--- src/rtl/tlb_pkg.sv ---
// Shared types and widths for the joint-TLB search arbiter.
package tlb_pkg;

  localparam int VPN2_W = 19;
  localparam int ASID_W = 8;
  localparam int IDX_W  = 4;

  typedef enum logic [1:0] {
    IDLE,
    SEARCH,
    RESP
  } tlb_arb_state_e;

  typedef enum logic [1:0] {
    OWN_I,
    OWN_D,
    OWN_P
  } tlb_owner_e;

  // Top 5 bits are reserved so the flattened entry is a round 64 bits.
  typedef struct packed {
    logic [4:0]        rsvd;
    logic [ASID_W-1:0] asid;
    logic              g;
    logic [19:0]       pfn0;
    logic [2:0]        c0;
    logic              d0;
    logic              v0;
    logic [19:0]       pfn1;
    logic [2:0]        c1;
    logic              d1;
    logic              v1;
  } tlb_entry_t;

  localparam int ENTRY_W = $bits(tlb_entry_t);

endpackage

--- src/rtl/tlb_search_arbiter_if.sv ---
// Request/response and TLB-array search signals around the arbiter.
interface tlb_search_arbiter_if;
  import tlb_pkg::*;

  logic              i_req;
  logic [VPN2_W-1:0] i_vpn2;
  logic              i_rsp_valid;
  logic              d_req;
  logic [VPN2_W-1:0] d_vpn2;
  logic              d_rsp_valid;
  logic              p_req;
  logic [VPN2_W-1:0] p_vpn2;
  logic              p_rsp_valid;
  logic [ASID_W-1:0] cp0_asid;
  logic              tlb_write;
  logic [VPN2_W-1:0] s_vpn2;
  logic [ASID_W-1:0] s_asid;
  logic              s_found;
  logic [IDX_W-1:0]  s_index;
  tlb_entry_t        s_entry;
  logic              rsp_found;
  logic [IDX_W-1:0]  rsp_index;
  tlb_entry_t        rsp_entry;
  logic              flush_ubuf;
  logic              busy;

  // Arbiter side
  modport slave (
    input  i_req, i_vpn2, d_req, d_vpn2, p_req, p_vpn2, cp0_asid, tlb_write,
           s_found, s_index, s_entry,
    output i_rsp_valid, d_rsp_valid, p_rsp_valid, s_vpn2, s_asid,
           rsp_found, rsp_index, rsp_entry, flush_ubuf, busy
  );

  // Requesters / TLB array side
  modport master (
    output i_req, i_vpn2, d_req, d_vpn2, p_req, p_vpn2, cp0_asid, tlb_write,
           s_found, s_index, s_entry,
    input  i_rsp_valid, d_rsp_valid, p_rsp_valid, s_vpn2, s_asid,
           rsp_found, rsp_index, rsp_entry, flush_ubuf, busy
  );

endinterface

--- src/rtl/tlb_arb_pick.sv ---
// Winner select for the TLB search port: TLBP first, then I/D.
// TLB_ARB_RR_EN: round-robin between I and D; otherwise fixed P > D > I.
module tlb_arb_pick
  import tlb_pkg::*;
(
  input  logic       clk,
  input  logic       rst,
  input  logic       i_req,
  input  logic       d_req,
  input  logic       p_req,
  input  logic       grant,
  input  logic       done,
  input  tlb_owner_e done_owner,
  output tlb_owner_e winner,
  output logic       any_req
);

  assign any_req = i_req | d_req | p_req;

`ifdef TLB_ARB_RR_EN
  tlb_owner_e rr_last_q;
  logic       contend_q;

  // Only a completed search that won an I/D contention moves the pointer,
  // so a cancelled search or an uncontended grant leaves fairness untouched.
  always_ff @(posedge clk) begin
    if (rst) begin
      rr_last_q <= OWN_I;
      contend_q <= 1'b0;
    end else begin
      if (grant) begin
        contend_q <= i_req & d_req & ~p_req;
      end
      if (done && contend_q) begin
        rr_last_q <= done_owner;
      end
    end
  end

  always_comb begin
    winner = OWN_I;
    if (p_req) begin
      winner = OWN_P;
    end else if (i_req && d_req) begin
      winner = (rr_last_q == OWN_I) ? OWN_D : OWN_I;
    end else if (d_req) begin
      winner = OWN_D;
    end
  end
`else
  logic unused_pick;
  assign unused_pick = &{1'b0, clk, rst, grant, done, done_owner};

  always_comb begin
    winner = OWN_I;
    if (p_req) begin
      winner = OWN_P;
    end else if (d_req) begin
      winner = OWN_D;
    end
  end
`endif

endmodule

--- src/rtl/tlb_search_arbiter.sv ---
// Shares the joint-TLB search port between I-miss, D-miss and TLBP.
// Optional macro TLB_ARB_RR_EN selects round-robin I/D arbitration.
module tlb_search_arbiter
  import tlb_pkg::*;
(
  input logic                 clk,
  input logic                 rst,
  tlb_search_arbiter_if.slave bus
);

  tlb_arb_state_e    state_q, state_d;
  tlb_owner_e        owner_q;
  tlb_owner_e        winner;
  logic              any_req;
  logic              grant;
  logic              capture;
  logic              cancel;
  logic              rsp_ok;
  logic [VPN2_W-1:0] vpn2_q, win_vpn2;
  logic [ASID_W-1:0] asid_q;
  logic              rsp_found_q;
  logic [IDX_W-1:0]  rsp_index_q;
  tlb_entry_t        rsp_entry_q;
  logic              flush_q;

  tlb_arb_pick u_pick (
    .clk        (clk),
    .rst        (rst),
    .i_req      (bus.i_req),
    .d_req      (bus.d_req),
    .p_req      (bus.p_req),
    .grant      (grant),
    .done       (rsp_ok && (owner_q != OWN_P)),
    .done_owner (owner_q),
    .winner     (winner),
    .any_req    (any_req)
  );

  always_comb begin
    win_vpn2 = bus.i_vpn2;
    case (winner)
      OWN_D:   win_vpn2 = bus.d_vpn2;
      OWN_P:   win_vpn2 = bus.p_vpn2;
      default: win_vpn2 = bus.i_vpn2;
    endcase
  end

  // A TLB write invalidates any I/D lookup in flight; TLBP is ordered by CP0.
  assign cancel = bus.tlb_write && (owner_q != OWN_P);
  assign rsp_ok = (state_q == RESP) && !cancel;

  always_comb begin
    state_d = state_q;
    grant   = 1'b0;
    capture = 1'b0;
    case (state_q)
      IDLE: begin
        if (any_req && !bus.tlb_write) begin
          grant   = 1'b1;
          state_d = SEARCH;
        end
      end
      SEARCH: begin
        if (cancel) begin
          state_d = IDLE;
        end else begin
          capture = 1'b1;
          state_d = RESP;
        end
      end
      RESP:    state_d = IDLE;
      default: state_d = IDLE;
    endcase
  end

  always_ff @(posedge clk) begin
    if (rst) begin
      state_q     <= IDLE;
      owner_q     <= OWN_I;
      vpn2_q      <= '0;
      asid_q      <= '0;
      rsp_found_q <= 1'b0;
      rsp_index_q <= '0;
      rsp_entry_q <= '0;
      flush_q     <= 1'b0;
    end else begin
      state_q <= state_d;
      flush_q <= bus.tlb_write;
      if (grant) begin
        owner_q <= winner;
        vpn2_q  <= win_vpn2;
        asid_q  <= bus.cp0_asid;
      end
      if (capture) begin
        rsp_found_q <= bus.s_found;
        rsp_index_q <= bus.s_index;
        rsp_entry_q <= bus.s_entry;
      end
    end
  end

  assign bus.s_vpn2      = vpn2_q;
  assign bus.s_asid      = asid_q;
  assign bus.i_rsp_valid = rsp_ok && (owner_q == OWN_I);
  assign bus.d_rsp_valid = rsp_ok && (owner_q == OWN_D);
  assign bus.p_rsp_valid = rsp_ok && (owner_q == OWN_P);
  assign bus.rsp_found   = rsp_found_q;
  assign bus.rsp_index   = rsp_index_q;
  assign bus.rsp_entry   = rsp_entry_q;
  assign bus.flush_ubuf  = flush_q;
  assign bus.busy        = (state_q != IDLE);

endmodule

--- src/flat_wrapper.sv ---
// flat-port wrapper written by rule: the top's interface ports become plain ports
module tlb_search_arbiter_flat import tlb_pkg::*;
  (clk, rst, bus_i_req, bus_i_vpn2, bus_d_req, bus_d_vpn2, bus_p_req, bus_p_vpn2, bus_cp0_asid, bus_tlb_write, bus_s_found, bus_s_index, bus_s_entry, bus_i_rsp_valid, bus_d_rsp_valid, bus_p_rsp_valid, bus_s_vpn2, bus_s_asid, bus_rsp_found, bus_rsp_index, bus_rsp_entry, bus_flush_ubuf, bus_busy);
  tlb_search_arbiter_if bus_i ();
  input logic clk;
  input logic rst;
  input wire logic [$bits(bus_i.i_req)-1:0] bus_i_req;
  input wire logic [$bits(bus_i.i_vpn2)-1:0] bus_i_vpn2;
  input wire logic [$bits(bus_i.d_req)-1:0] bus_d_req;
  input wire logic [$bits(bus_i.d_vpn2)-1:0] bus_d_vpn2;
  input wire logic [$bits(bus_i.p_req)-1:0] bus_p_req;
  input wire logic [$bits(bus_i.p_vpn2)-1:0] bus_p_vpn2;
  input wire logic [$bits(bus_i.cp0_asid)-1:0] bus_cp0_asid;
  input wire logic [$bits(bus_i.tlb_write)-1:0] bus_tlb_write;
  input wire logic [$bits(bus_i.s_found)-1:0] bus_s_found;
  input wire logic [$bits(bus_i.s_index)-1:0] bus_s_index;
  input wire logic [$bits(bus_i.s_entry)-1:0] bus_s_entry;
  output wire logic [$bits(bus_i.i_rsp_valid)-1:0] bus_i_rsp_valid;
  output wire logic [$bits(bus_i.d_rsp_valid)-1:0] bus_d_rsp_valid;
  output wire logic [$bits(bus_i.p_rsp_valid)-1:0] bus_p_rsp_valid;
  output wire logic [$bits(bus_i.s_vpn2)-1:0] bus_s_vpn2;
  output wire logic [$bits(bus_i.s_asid)-1:0] bus_s_asid;
  output wire logic [$bits(bus_i.rsp_found)-1:0] bus_rsp_found;
  output wire logic [$bits(bus_i.rsp_index)-1:0] bus_rsp_index;
  output wire logic [$bits(bus_i.rsp_entry)-1:0] bus_rsp_entry;
  output wire logic [$bits(bus_i.flush_ubuf)-1:0] bus_flush_ubuf;
  output wire logic [$bits(bus_i.busy)-1:0] bus_busy;
  assign bus_i.i_req = bus_i_req;
  assign bus_i.i_vpn2 = bus_i_vpn2;
  assign bus_i.d_req = bus_d_req;
  assign bus_i.d_vpn2 = bus_d_vpn2;
  assign bus_i.p_req = bus_p_req;
  assign bus_i.p_vpn2 = bus_p_vpn2;
  assign bus_i.cp0_asid = bus_cp0_asid;
  assign bus_i.tlb_write = bus_tlb_write;
  assign bus_i.s_found = bus_s_found;
  assign bus_i.s_index = bus_s_index;
  assign bus_i.s_entry = bus_s_entry;
  assign bus_i_rsp_valid = bus_i.i_rsp_valid;
  assign bus_d_rsp_valid = bus_i.d_rsp_valid;
  assign bus_p_rsp_valid = bus_i.p_rsp_valid;
  assign bus_s_vpn2 = bus_i.s_vpn2;
  assign bus_s_asid = bus_i.s_asid;
  assign bus_rsp_found = bus_i.rsp_found;
  assign bus_rsp_index = bus_i.rsp_index;
  assign bus_rsp_entry = bus_i.rsp_entry;
  assign bus_flush_ubuf = bus_i.flush_ubuf;
  assign bus_busy = bus_i.busy;
  tlb_search_arbiter u_core (.clk(clk), .rst(rst), .bus(bus_i));
endmodule
--- config.mk ---
export PLATFORM = sky130hd
export DESIGN_NAME = tlb_search_arbiter_flat
export DESIGN_NICKNAME = d
export VERILOG_FILES = /design/src/rtl/tlb_pkg.sv /design/src/rtl/tlb_search_arbiter_if.sv /design/src/rtl/tlb_arb_pick.sv /design/src/rtl/tlb_search_arbiter.sv /design/src/flat_wrapper.sv
export SDC_FILE = /design/constraint.sdc
export NUM_CORES = 1
export LEC_CHECK = 0
export ABC_AREA = 1
export CAP_MARGIN = 20
export CORE_MARGIN = 1.5
export CORE_UTILIZATION = 41
export DETAILED_ROUTE_END_ITERATION = 16
export PLACE_DENSITY_LB_ADDON = 0.15
export SLEW_MARGIN = 10
export SYNTH_ARGS = -nofsm -noshare
export SYNTH_HDL_FRONTEND = slang
export SYNTH_HIERARCHICAL = 1
export SYNTH_SLANG_ARGS = --single-unit
--- constraint.sdc ---
create_clock -name clk -period 1.9 [get_ports clk]
set_input_delay 0.19 -clock clk [delete_from_list [all_inputs] [get_ports clk]]
set_output_delay 0.19 -clock clk [all_outputs]
set_load 0.02 [all_outputs]
==> impl_metrics.ini, run 1 <==
[run_status]
status = complete, no violations

[clock_tree]
worstSkewPairLatency_ns = 0.33
htreeDepth = 3
cts_root_buf = clkbuf_16
cts_buffers = 9
post_cts_buffers = 0
clk_pin_slew_ns = 0.06
cts_tree = yes
cts_buffer_depth = 2
cts_hold_buf = 0
cts.sinks = 101

[sta]
drv_slew = 0
fin_crit_ns = 1.72
rsz0062_at_grt = no
worst_pin_slew_ns = 0.660
slew_headroom_pct = 56.0
whs_ns = 0.459
finalSetupViolCount = 0
skew_ns = 0.00538
hold_violations = 0
finalCritPeriodShare_pct = 90.3
fmax_ghz = 0.583

[critical_path]
timing.critical_path.cells = nor2_1 > inv_1 > clkdlybuf4s50_1
r2r_cells = 7
worstPathRequired_ns = 1.71
cpPeakStageDelay_ns = 0.56
critPathSlowestCell = clkdlybuf4s50_1
crit_fanout = 3
cp_num_cells = 3
criticalPathCategory = flip-flop to output port
cp-end-kind = output port
cp.arrival_ns = 1.53
cp_top_family = buffers and inverters
crit_buf_inv = 2
crit_path_start_kind = flip-flop

[pwr]
p_per_area_nw_per_um2 = 723
intPower_w = 0.00396
switching_share_pct = 27.9
power_frac_comb_pct = 26.6
p_sw_w = 0.00154
clock_power_share_pct = 30.8
power.leakage_nw = 3.37
power.total_w = 0.00549
vdd_ir_drop_max_mv = 0.405
seqPwrFrac_pct = 42.6

[yosys]
netlist_area_um2 = 4860
synthCells = 756
syn-num-nets = 898
avgSynthCellArea_um2 = 6.42
yosysWarningCount = 6

[global_routing]
globalRouteOverflowTotal = 0
grt_pass1_wl_um = 21700
grt_max_degree = 140
track_usage_pct = 21.0
antenna_found_initial = 0
grt_pass1_vias = 4547

[die]
die_x_um = 112
coreArea_um2 = 11500
initial_core_util_pct = 42.4
die-area_um2 = 12500
num_io_pins = 241
fp.dieH_um = 112
rows = 39

[hold_path]
min_path_type = input port to flip-flop
min_path_cells = 3

[final_layout]
seqCellArea_um2 = 2020
final_core_util_pct = 66.3
nFillCells = 1029
multi_input_area_um2 = 2170
insertedDiodeCount = 0
drive_gt1_share_pct = 3.31
final_cells = 1111
syn_to_final_growth_pct = 56.4
nets = 1105

[drt]
firstDrtPassIters = 4
post_drt_wl_per_cell_um = 12.0
antenna_left = 0
routed_wl_um = 13300
vias = 5157
first_iter_violations = 353
viasPerCell = 4.64
drc = 0

[placed_design]
dp_cells = 1095
hpwl_um = 9340
portBuffers = 240
place_congestion = 0.808

[run]
drv_cap = 0
## path summary, 6_finish.rpt
kind                                      endpoint                             startpoint  slack [ns]
min              u_core/bus.s_asid[6]$_SDFFE_PP0P_                        bus_cp0_asid[6]        0.46
max                                       bus_busy         u_core/state_q[1]$_SDFFE_PP0P_        0.18
max reg2reg   u_core/bus.rsp_entry[6]$_SDFFE_PP0P_         u_core/owner_q[0]$_SDFFE_PP0P_        0.46
min reg2reg  u_core/bus.rsp_entry[20]$_SDFFE_PP0P_  u_core/bus.rsp_entry[20]$_SDFFE_PP0P_        0.48
## tightest hold or removal path: cells and delay by family
kind | cells | cell delay (ns)
AOI/OAI and AO/OA | 1 | 0.13
buffers and inverters | 1 | 0.39
and+or+nand+nor | 1 | 0.04
## per-stage QoR
stage	cell area (µm²)	TNS, ns	setup slack [ns]
5_1_grt	7600	0	0.0490
3_3_place_gp	7330	0	0.00903
6_report	7600	0	0.184
3_5_place_dp	7330	-0.362	-0.0444
2_1_floorplan	4860	0	0.515
4_1_cts	7600	0	0.139
## sequential cells by signal, summed over array words and instances (netlist names)
signal                 flops
u_core/bus.rsp_found       1
u_core/bus.flush_ubuf      1
u_core/bus.rsp_index       4
u_core/bus.s_asid          8
u_core/bus.rsp_entry      64
u_core/owner_q             2
u_core/state_q             2
u_core/bus.s_vpn2         19
## per-layer routing
metal	up-vias	track usage, %	share of wire, %
met5	-	0	0
met4	0	8.44	2.1
met3	19	5.72	8.5
met2	190	34.1	46
met1	2218	26.5	43
li1	2730	-	-
## layout make-up
class / count / share of cell area [%]
Clock buffer: 15 / 3.52
Clock inverter: 1 / 0.0659
Inverter: 100 / 4.94
Multi-Input combinational cell: 498 / 28.5
Sequential cell: 101 / 26.6
Tap cell: 143 / 2.35
Timing Repair Buffer: 253 / 34.0
## placed cells by master (no fill, tap or decap), drive strengths merged
cell,instances
clkdlybuf4s50,237
nand2,171
nor2,138
dfxtp,101
inv,100
nand3,89
a21oi,88
clkbuf,15
buf,13
o21bai,10
dlygate4sd2,3
ha,2
clkinv,1
## timing repair
action | 4_1_cts | 5_1_grt
endpoints found under the hold margin | 0 | 0
resized for setup | 3 | 0
endpoints found under the setup margin | 3 | 0
## power by group through the flow
stage | sequential [W] | clock, W | combinational (W)
2_1_floorplan | 0.00256 | 0 | 0.000599
5_1_grt | 0.00236 | 0.00184 | 0.00160
6_report | 0.00234 | 0.00169 | 0.00146
3_5_place_dp | 0.00239 | 0 | 0.00147
4_1_cts | 0.00234 | 0.00174 | 0.00147
3_3_place_gp | 0.00238 | 0 | 0.00147
No activity file was read; power rests on OpenSTA's default activity.
==> inputs of run 2 (changes only) <==
- SETUP_SLACK_MARGIN: unset -> 0.15
==> run 2 against run 1 <==
Via count fell by 0.19%. Non-clock buffer count did not move. Core utilization rose by 0.065 points. Sequential power barely moved. Final cell count did not move. Die area did not move. Combinational power barely moved. Power barely moved. First-iteration DRC count fell by 4.0%. Register-to-register slack barely moved. Sequential cell count did not move. Critical path type unchanged. Critical endpoint is now bus_p_rsp_valid. Highest routed layer unchanged.
==> impl_metrics.ini, run 2 (synthesis gave the netlist of run 1 again) <==
[run_status]
status = complete, no violations

[drt]
wl_met1_um = 5680
firstDrtPassIters = 4
routed-wl-met3_um = 1130
top_layer = met4
route.met2.wl_um = 6110
viasPerCell = 4.63
first_iter_violations = 339
routed_wl_um = 13200
post_drt_wl_per_cell_um = 11.9
antenna_left = 0
drc = 0
vias = 5147

[sta]
finalSetupViolCount = 0
hold_violations = 0
rsz0062_at_grt = no
finalCritPeriodShare_pct = 86.9
fmax_ghz = 0.606
finalWorstSetupSlack_ns = 0.249
worst_pin_slew_ns = 0.611
setup_tns_ns = 0
fin_crit_ns = 1.65
skew_ns = 0.00431
slew_headroom_pct = 59.2
drv_slew = 0

[critical_path]
crit_fanout = 3
crit_path_start_kind = flip-flop
worstPathRequired_ns = 1.71
critPathSlowestCell = dlygate4sd2_1
cp.arrival_ns = 1.46
criticalPathCategory = flip-flop to output port
cp-end-kind = output port
timing.critical_path.cells = inv_1 > nand2_2 > nand2_4 > nand3_1 > nor2_1 > dlygate4sd2_1
cpPeakStageDelay_ns = 0.38
cp_top_family = buffers and inverters
crit_buf_inv = 2

[final_layout]
insertedDiodeCount = 0
largest_reg_flops = 64
final_cells = 1111
drive_gt1_share_pct = 3.51
nFillCells = 1027
final_area_um2 = 7610
syn_to_final_growth_pct = 56.6
nets = 1105
final_cell_mix = clkdlybuf4s50_1, nand2_1, nor2_1, dfxtp_1, inv_1
seqCellArea_um2 = 2020
multi_input_area_um2 = 2170
final_common_cell = clkdlybuf4s50_1

[die]
rows = 39
num_io_pins = 241
die-area_um2 = 12500
die_x_um = 112
fp.dieH_um = 112
initial_core_util_pct = 42.4
coreArea_um2 = 11500

[global_routing]
grt_max_degree = 140
grt_pass1_vias = 4548
grt_pass1_wl_um = 21700
antenna_found_initial = 0
globalRouteOverflowTotal = 0
track_usage_pct = 21.1

[clock_tree]
htreeDepth = 3
cts_buffers = 9
worstSkewPairLatency_ns = 0.33
cts_tree = yes
cts_root_buf = clkbuf_16
cts_hold_buf = 0
cts_buffer_depth = 2
clk_pin_slew_ns = 0.06
cts.sinks = 101

[placed_design]
pre_cts_slack_ns = -0.0444
hpwl_um = 9340
place_congestion = 0.808
placed_area_um2 = 7330
dp_cells = 1095
portBuffers = 240

[hold_path]
min_path_type = input port to flip-flop

[pwr]
power.leakage_nw = 3.39
power.total_w = 0.00549
vdd_ir_drop_max_mv = 0.403
p_per_area_nw_per_um2 = 722

[run]
drv_cap = 0
run 2: worst register-to-register path, stage by stage (launching register included):
cell,delay [ns]
dfxtp_1,0.33
inv_1,0.08
nand2_2,0.07
nand2_4,0.07
buf_12,0.37
nand3_1,0.28
nand2_1,0.09
nor2_1,0.04
run 2: cell type report:
type	instances	share of cell area (%)
inverter	100	4.94
clock inverter	1	0.0658
sequential	101	26.6
clock buffer	15	3.52
timing repair buffer	253	34.0
multi-input combinational	498	28.5
tap	143	2.35
run 2: path summary, 6_finish.rpt:
| path | start | slack, ns | cells past startpoint | end |
|---|---|---|---|---|
| max | u_core/owner_q[0]$_SDFFE_PP0P_ | 0.25 | 6 | bus_p_rsp_valid |
| max reg2reg | u_core/owner_q[0]$_SDFFE_PP0P_ | 0.46 | 7 | u_core/bus.rsp_entry[6]$_SDFFE_PP0P_ |
| min | bus_cp0_asid[6] | 0.46 | 3 | u_core/bus.s_asid[6]$_SDFFE_PP0P_ |
| min reg2reg | u_core/bus.rsp_entry[47]$_SDFFE_PP0P_ | 0.48 | 2 | u_core/bus.rsp_entry[47]$_SDFFE_PP0P_ |
run 2: per-stage QoR:
| stage | util (%) | hold slack [ns] |
|---|---|---|
| 2_1_floorplan | - | 0.297 |
| 3_3_place_gp | 63.9 | 0.458 |
| 3_5_place_dp | 63.9 | 0.467 |
| 4_1_cts | 66.3 | 0.449 |
| 5_1_grt | 66.3 | 0.465 |
| 6_report | 66.3 | 0.457 |
run 2: power breakdown:
part,internal [W],switching (W),total (W),leakage [nW]
Sequential,0.00227,0.0000761,0.00234,0.828
Clock,0.000960,0.000727,0.00169,0.134
Combinational,0.000733,0.000728,0.00146,2.43
Total,0.00396,0.00153,0.00549,3.39
run 2: per-layer routing:
| layer | vias to the layer above | track usage, % |
|---|---|---|
| met2 | 201 | 34.1 |
| met5 | - | 0 |
| li1 | 2727 | - |
| met4 | 0 | 8.44 |
| met3 | 21 | 5.72 |
| met1 | 2198 | 26.6 |
run 2: what timing repair did:
item,in CTS,in global routing
endpoints found under the setup margin,4,7
buffers inserted,0,0
gates resized for setup,4,2
hold endpoints to repair,0,0
